==> config.mk <==
export PLATFORM = sky130hd
export DESIGN_NAME = cp0_exc_ctrl
export DESIGN_NICKNAME = d
export VERILOG_FILES = /design/src/rtl/cp0_pkg.sv /design/src/rtl/cp0_req_arb.sv /design/src/rtl/cp0_exc_ctrl.sv
export SDC_FILE = /design/constraint.sdc
export NUM_CORES = 1
export LEC_CHECK = 0
export BUFFER_PORTS_ARGS = -buffer_cell sky130_fd_sc_hd__buf_2
export CORE_ASPECT_RATIO = 2
export CORE_MARGIN = 5
export CORE_UTILIZATION = 40
export CTS_CLUSTER_DIAMETER = 50
export CTS_CLUSTER_SIZE = 24
export DETAILED_ROUTE_END_ITERATION = 6
export PLACE_DENSITY = 0.72
export SLEW_MARGIN = 15
export SYNTH_ARGS = -nofsm -noshare
export SYNTH_HDL_FRONTEND = slang
export SYNTH_HIERARCHICAL = 1
export SYNTH_SLANG_ARGS = --single-unit
==> constraint.sdc <==
create_clock -name clk -period 3.45 [get_ports clk]
set_clock_uncertainty 0.15 [all_clocks]
set_input_delay 0.69 -clock clk [delete_from_list [all_inputs] [get_ports clk]]
set_output_delay 0.69 -clock clk [all_outputs]
set_load 0.005 [all_outputs]
==> src/rtl/cp0_pkg.sv <==
// Shared constants for the CP0 exception/interrupt controller:
// register numbers, exception codes, SR/Cause field positions and
// the EPC target helper.
package cp0_pkg;

   // mfc0/mtc0 register numbers
   localparam logic [4:0] CP0_REG_SR    = 5'd12;
   localparam logic [4:0] CP0_REG_CAUSE = 5'd13;
   localparam logic [4:0] CP0_REG_EPC   = 5'd14;

   // Exception codes
   localparam logic [4:0] EXC_INT  = 5'd0;
   localparam logic [4:0] EXC_ADEL = 5'd4;
   localparam logic [4:0] EXC_ADES = 5'd5;
   localparam logic [4:0] EXC_RI   = 5'd10;
   localparam logic [4:0] EXC_OV   = 5'd12;

   // SR field positions
   localparam int SR_IE     = 0;
   localparam int SR_EXL    = 1;
   localparam int SR_IM_LO  = 10;
   localparam int SR_IM_HI  = 15;

   // Cause field positions
   localparam int CAUSE_EXC_LO = 2;
   localparam int CAUSE_EXC_HI = 6;
   localparam int CAUSE_IP_LO  = 10;
   localparam int CAUSE_IP_HI  = 15;
   localparam int CAUSE_BD     = 31;

   // Restart PC for the faulting instruction: word-aligned M-stage PC,
   // backed up to the branch when the instruction sits in a delay slot.
   // Arithmetic wraps mod 2^32.
   function automatic logic [31:0] epc_target(input logic [31:0] pc,
                                              input logic        bd);
      logic [31:0] aligned;
      aligned = pc & 32'hFFFF_FFFC;
      return bd ? (aligned - 32'd4) : aligned;
   endfunction

endpackage

==> src/rtl/cp0_req_arb.sv <==
// Combinational request arbiter: qualifies interrupts and exceptions
// against SR and picks the ExcCode to record. Interrupts win.
module cp0_req_arb
   import cp0_pkg::*;
(
   input  logic [5:0] hwint_i,
   input  logic [5:0] im_i,
   input  logic       ie_i,
   input  logic       exl_i,
   input  logic [4:0] m_exccode_i,
   output logic       int_req_o,
   output logic       exc_req_o,
   output logic       req_o,
   output logic [4:0] sel_exccode_o
);

   // Request qualification and priority select
   always_comb begin
      int_req_o     = (|(hwint_i & im_i)) & ie_i & ~exl_i;
      exc_req_o     = (m_exccode_i != 5'd0) & ~exl_i;
      req_o         = int_req_o | exc_req_o;
      sel_exccode_o = int_req_o ? EXC_INT : m_exccode_i;
   end

endmodule

==> src/rtl/cp0_exc_ctrl.sv <==
// Coprocessor-0 exception and interrupt controller at the M stage.
// Holds SR, Cause and EPC, raises req to flush/redirect the pipeline,
// and sequences EXL on exception entry and eret.
module cp0_exc_ctrl
   import cp0_pkg::*;
#(
   parameter logic [31:0] HANDLER_ADDR = 32'h0000_4180,
   parameter logic [31:0] PC_RESET     = 32'h0000_3000
)(
   input  logic        clk,
   input  logic        reset,
   input  logic [4:0]  cp0_addr,
   input  logic [31:0] cp0_wdata,
   input  logic        cp0_we,
   input  logic [31:0] m_pc,
   input  logic        m_bd,
   input  logic [4:0]  m_exccode,
   input  logic        eret,
   input  logic [5:0]  hwint,
   output logic [31:0] cp0_rdata,
   output logic [31:0] epc_out,
   output logic        req,
   output logic [31:0] handler_pc
);

   // Architectural state
   logic [5:0]  im_q, im_d;
   logic        exl_q, exl_d;
   logic        ie_q, ie_d;
   logic        bd_q, bd_d;
   logic [5:0]  ip_q, ip_d;
   logic [4:0]  exccode_q, exccode_d;
   logic [31:0] epc_q, epc_d;

   logic        int_req;
   logic        exc_req;
   logic [4:0]  sel_exccode;
   logic [31:0] sr_view;
   logic [31:0] cause_view;

   cp0_req_arb u_arb (
      .hwint_i       (hwint),
      .im_i          (im_q),
      .ie_i          (ie_q),
      .exl_i         (exl_q),
      .m_exccode_i   (m_exccode),
      .int_req_o     (int_req),
      .exc_req_o     (exc_req),
      .req_o         (req),
      .sel_exccode_o (sel_exccode)
   );

   // Register views with unimplemented bits forced to zero
   always_comb begin
      sr_view                        = 32'd0;
      sr_view[SR_IM_HI:SR_IM_LO]     = im_q;
      sr_view[SR_EXL]                = exl_q;
      sr_view[SR_IE]                 = ie_q;
      cause_view                         = 32'd0;
      cause_view[CAUSE_BD]               = bd_q;
      cause_view[CAUSE_IP_HI:CAUSE_IP_LO]   = ip_q;
      cause_view[CAUSE_EXC_HI:CAUSE_EXC_LO] = exccode_q;
   end

   // mfc0 read mux: pre-edge state, no bypass of same-cycle writes
   always_comb begin
      cp0_rdata = 32'd0;
      case (cp0_addr)
         CP0_REG_SR:    cp0_rdata = sr_view;
         CP0_REG_CAUSE: cp0_rdata = cause_view;
         CP0_REG_EPC:   cp0_rdata = epc_q;
         default:       cp0_rdata = 32'd0;
      endcase
   end

   assign epc_out    = epc_q;
   assign handler_pc = HANDLER_ADDR;

   // Next-state: exception entry beats eret, which beats mtc0
   always_comb begin
      im_d      = im_q;
      exl_d     = exl_q;
      ie_d      = ie_q;
      bd_d      = bd_q;
      exccode_d = exccode_q;
      epc_d     = epc_q;
      // IP tracks the pins every cycle, req cycle included
      ip_d      = hwint;

      if (req) begin
         exl_d     = 1'b1;
         bd_d      = m_bd;
         exccode_d = sel_exccode;
         epc_d     = epc_target(m_pc, m_bd);
      end else if (eret) begin
         exl_d = 1'b0;
      end else if (cp0_we) begin
         case (cp0_addr)
            CP0_REG_SR: begin
               im_d  = cp0_wdata[SR_IM_HI:SR_IM_LO];
               exl_d = cp0_wdata[SR_EXL];
               ie_d  = cp0_wdata[SR_IE];
            end
            CP0_REG_EPC: epc_d = cp0_wdata;
            default: ;
         endcase
      end
   end

   // State register with synchronous reset
   always_ff @(posedge clk) begin
      if (reset) begin
         im_q      <= 6'd0;
         exl_q     <= 1'b0;
         ie_q      <= 1'b0;
         bd_q      <= 1'b0;
         ip_q      <= 6'd0;
         exccode_q <= 5'd0;
         epc_q     <= PC_RESET;
      end else begin
         im_q      <= im_d;
         exl_q     <= exl_d;
         ie_q      <= ie_d;
         bd_q      <= bd_d;
         ip_q      <= ip_d;
         exccode_q <= exccode_d;
         epc_q     <= epc_d;
      end
   end

endmodule

Word-level counts from Yosys, hierarchy flattened

Cells that the tools add are included.

Bits of input ports: 85
Output and inout port bits: 97
Word-level logic and storage cells: 40
Flip-flop bits (word level): 52

Eq/ne operators: 4
Reductions and logical operators: 9
Bitwise logic cells: 8
Add/subtract/negate cells: 1
Muxes and demuxes: 11

Operator list:

| cell                                                                  | number |
|---|---|
| 32-bit two-way mux                                                    | 5 |
| 32-bit one-hot mux with 3 select lines                                | 1 |
| 32-bit by 3-bit subtractor with 32-bit output, second input constant  | 1 |
| 5-bit by 4-bit equality test with 1-bit output, second input constant | 3 |
| 6-bit bitwise AND                                                     | 1 |
| 3-bit nonzero test                                                    | 2 |
| 6-bit OR reduction                                                    | 1 |
| 5-bit two-way mux                                                     | 1 |
| 5-bit nonzero test                                                    | 1 |
| 1-bit two-way mux                                                     | 4 |
| 4-bit AND reduction                                                   | 1 |
| 2-bit nonzero test                                                    | 2 |
| 1-bit bitwise AND                                                     | 3 |
| 1-bit inverter                                                        | 3 |
| 3-bit AND reduction                                                   | 1 |
| 2-bit by 1-bit != test with 1-bit output, second input constant       | 1 |
| 2-bit AND reduction                                                   | 1 |
| 1-bit bitwise OR                                                      | 1 |

Logic depth before layout (Yosys ltp)

Depth in word-level cells: 7
Gate-level depth with buffers: 8
Gate-level depth less buffers: 7

Hierarchy

The synthesis kept the hierarchy.

Modules (own cells, without submodules):

| module       | cells an instance | times used | area each (um^2) | seq. area each (um^2) |
|---|---|---|---|---|
| cp0_exc_ctrl | 427               | 1          | 3472.1           | 1041.0 |
| cp0_req_arb  | 14                | 1          | 113.9            | 0.0 |

Worst setup path before layout

OpenSTA, ideal clock, no wires.

Path kind: input-to-reg
Start: input m_pc[8]
End: register epc_q[17], in the netlist epc_out[17]
Data required time: 3209 ps
Path buffers: 2
Path slack: 503 ps
Data arrival time: 2706 ps
Library setup time: 91 ps
Stages: 6
Cells stage by stage: or4_1 buf_2 or4_1 buf_2 or4b_1 a311oi_1

Cells in the longest elaborated chain, start to end: 3

RTL lines:

| element                                       | RTL line            | source |
|---|---|---|
| from (decl)                                   | cp0_exc_ctrl.sv:15  | `input logic [31:0] m_pc,` |
| 32-bit by 3-bit subtractor with 32-bit output | cp0_pkg.sv:38       | `return bd ? (aligned - 32'd4) : aligned;` |
| 32-bit two-way mux                            | cp0_pkg.sv:38       |  |
| 32-bit two-way mux                            | cp0_exc_ctrl.sv:90  | `if (req) begin` |
| to (signal assigned)                          | cp0_exc_ctrl.sv:127 | `epc_q <= epc_d;` |
| to (decl)                                     | cp0_exc_ctrl.sv:33  | `logic [31:0] epc_q, epc_d;` |

No other way between the ends.
A chain may end at the register's enable or synchronous reset.

Final worst setup path

Start: input cp0_addr[4]
End: output cp0_rdata[6]

Cells in the longest elaborated chain, start to end: 2
Elaborated cells on any way between the ends: 4
Classes of those cells: 3 x eq/ne; 1 x mux

RTL lines:

| element                                        | RTL line           | source |
|---|---|---|
| from (decl)                                    | cp0_exc_ctrl.sv:12 | `input logic [4:0] cp0_addr,` |
| 5-bit by 4-bit equality test with 1-bit output | cp0_exc_ctrl.sv:68 | `case (cp0_addr)` |
| 32-bit one-hot mux with 3 select lines (*)     | cp0_exc_ctrl.sv:68 |  |
| to (decl)                                      | cp0_exc_ctrl.sv:20 | `output logic [31:0] cp0_rdata,` |

Mark *: on every way between the ends. The rest lies on a longest branch, timed or not.

==> results.txt <==
fmax: 344 MHz
startpoint types: input port
Die Y: 144 um
Distinct cells, synth: 56
Synth area leader: dfxtp_1
synthesized area per cell: 8.13 um^2
DR vias/cell: 5.72
Core Area: 0.00889 mm^2
# clock sinks: 52
commonest cells after routing, fill and taps aside: buf_2 (147), dfxtp_1 (52), and3_1 (44)
TritonCTS clock tree: yes
WL/cell: 18.9 um
crit-path most repeated cell: buf_2
GR Util All Layers: 0.215
share of flip-flops with an asynchronous set or reset: 0
Final ANT Viol Nets: 0
Buf/Inv on CP: 2
Clock transition at path regs: 0.06 ns
final worst-path cycle share: 0.842
Final Util: 0.501
register area share after synthesis: 0.290
dpl hpwl: 9.98 mm
FP Rows: 49
vias in the first global route: 3,790
layout cell share with drive strength beyond 1: 0.326
IO buf count: 147
H-Tree Depth: 2
initial antenna violation count: 1
CP delay by family, top: simple AND/OR/NAND/NOR gates
largest net degree at the start of global routing: 48
CTS Buffer Depth: 2
final setup violation count: 0
largest fanout on the critical path: 7
min-delay worst type: reg2reg
Initial Utilization: 0.403
predominant post-synthesis flop cell: dfxtp_1
worst path required time: 2.61 ns
Max Slew Vio Count: 0
pwr dens: 343 mW/mm^2
GRT Residual Overflow: 0
slowest stage cell on the critical path: or3_1
router iterations before antenna repair: 4
relative slew slack: 0.547
DRT iter0 DRCs: 215
Clk Latency, worst-skew pair: 0.29 ns
post-CTS sizing: 0
Setup Buffers After CTS: 0
Final #Nets: 656
Crit Path Class: in2out
Synth Cell Area: 0.00359 mm^2
Synth area leaders: dfxtp_1 (29%), and3_1 (7.7%), a211oi_1 (7.3%), buf_4 (6.7%), mux2i_1 (6.4%)
Max Cap Viol: 0
die area: 0.0111 mm^2
P_leak: 2.15 nW
Worst EP arrival: 2.07 ns
Worst Setup End Kind: output port
Hold Vio Cnt, Final: 0
Remaining DRCs: 0
CP startpoint: cp0_addr[4]
RSZ-0062 raised after global routing: no
first-pass GRT wire length: 19.2 mm
Area Overhead vs Synth: 24.2%
worst slew pin tran: 0.673 ns
setup_tns: 0 ns
fin crit period: 2.91 ns
Peak VDD IR: 0.184 mV
Synth Instances: 441
total CTS buffers: 5
crit-path cells: buf_2, or3_1, nor2_1, a22o_1, buf_2
Post-synth EDFFs: 0
Reg2Reg Launch Point: im_q[5]$_SDFFE_PP0P_
Vias: 3,858
Die W: 77.0 um
root buffer cell: clkbuf_16
routability cong.: 0.884
most common cell after layout, fill and taps aside: buf_2
hold wc startpoint: exccode_q[3]$_SDFFE_PP0P_
status: complete, no violations
post-synth top area share: 0.290
FF+latch count, synth: 52
io pins: 182
Synth warnings: 6
final WL: 12.7 mm
Crit path largest cell delay: 0.48 ns
Post-CTS Hold Fix Bufs: 0
[metal layers]
metal  vias to the layer above  GRT usage  wire, um
li1                       1850          -         -
met5                         -          0         0
met3                        36     0.0358       727
met1                      1817      0.217      4500
met2                       155      0.407      7000
met4                         0      0.121       510
[worst min-delay path: stages (launching register included)]
cell     delay, ns
dfxtp_1       0.33
mux2i_1       0.07
nor2_1        0.08
[cell usage after synthesis (all sizes together), types with 4 or more instances]
cell type	instances
a22o	8
o31ai	7
and3	44
nor2b	11
nor4	13
nor2	27
dfxtp	52
buf	37
o21ai	14
xnor2	5
inv	8
or4	8
nand3	8
nor3	12
mux2i	23
or2	5
or3	9
clkbuf	36
a2111oi	4
a311oi	12
nand2	18
a211oi	35
[cells by family after synthesis]
group,after synthesis,share of synthesized area
muxes,24,0.0673
other,2,0.00209
buffers and inverters,81,0.119
and+or+nand+nor,174,0.281
DFF,52,0.290
adders and majority gates,1,0.00349
AOI/OAI and AO/OA,99,0.217
xor gates and xnor gates,8,0.0195
[sequential cells by signal, indices dropped and copies added, names as in the netlist]
name       count
exl_q          1
exccode_q      5
im_q           6
bd_q           1
ie_q           1
ip_q           6
epc_out       32
[final timing paths]
path                          endpoint  cells after the start  slack, ns
max reg2reg   epc_out[28]$_SDFFE_PP0P_                      8       1.01
max                       cp0_rdata[6]                      5       0.54
min reg2reg  exccode_q[3]$_SDFFE_PP0P_                      2       0.36
min          exccode_q[3]$_SDFFE_PP0P_                      2       0.36
[cell type report]
type / count / area, um^2
Multi-Input combinational cell: 338 / 2250
Fill cell: 902 / 4440
Clock inverter: 1 / 5.00
Timing Repair Buffer: 165 / 871
Tap cell: 102 / 128
Sequential cell: 52 / 1040
Clock buffer: 6 / 129
Inverter: 8 / 30.0
Antenna cell: 2 / 5.00
[through the flow]
| step | instance area, um^2 | instances | setup WS, ns | power (W) | hold WS, ns |
|---|---|---|---|---|---|
| global placement | 4320 | 665 | 0.322 | 0.00104 | 0.330 |
| global route | 4450 | 673 | 0.460 | 0.00160 | 0.396 |
| floorplan | 3700 | 471 | 0.503 | 0.000899 | 0.311 |
| CTS | 4450 | 672 | 0.542 | 0.00153 | 0.360 |
| finish | 4450 | 674 | 0.544 | 0.00153 | 0.361 |
| detailed placement | 4320 | 665 | 0.321 | 0.00105 | 0.343 |
[report_power, final]
group,switching [W],internal (W),leakage (nW)
Sequential,0.0000410,0.000651,0.430
Combinational,0.000194,0.000152,1.65
Clock,0.000226,0.000265,0.0667
No activity file was read; power rests on OpenSTA's default activity.
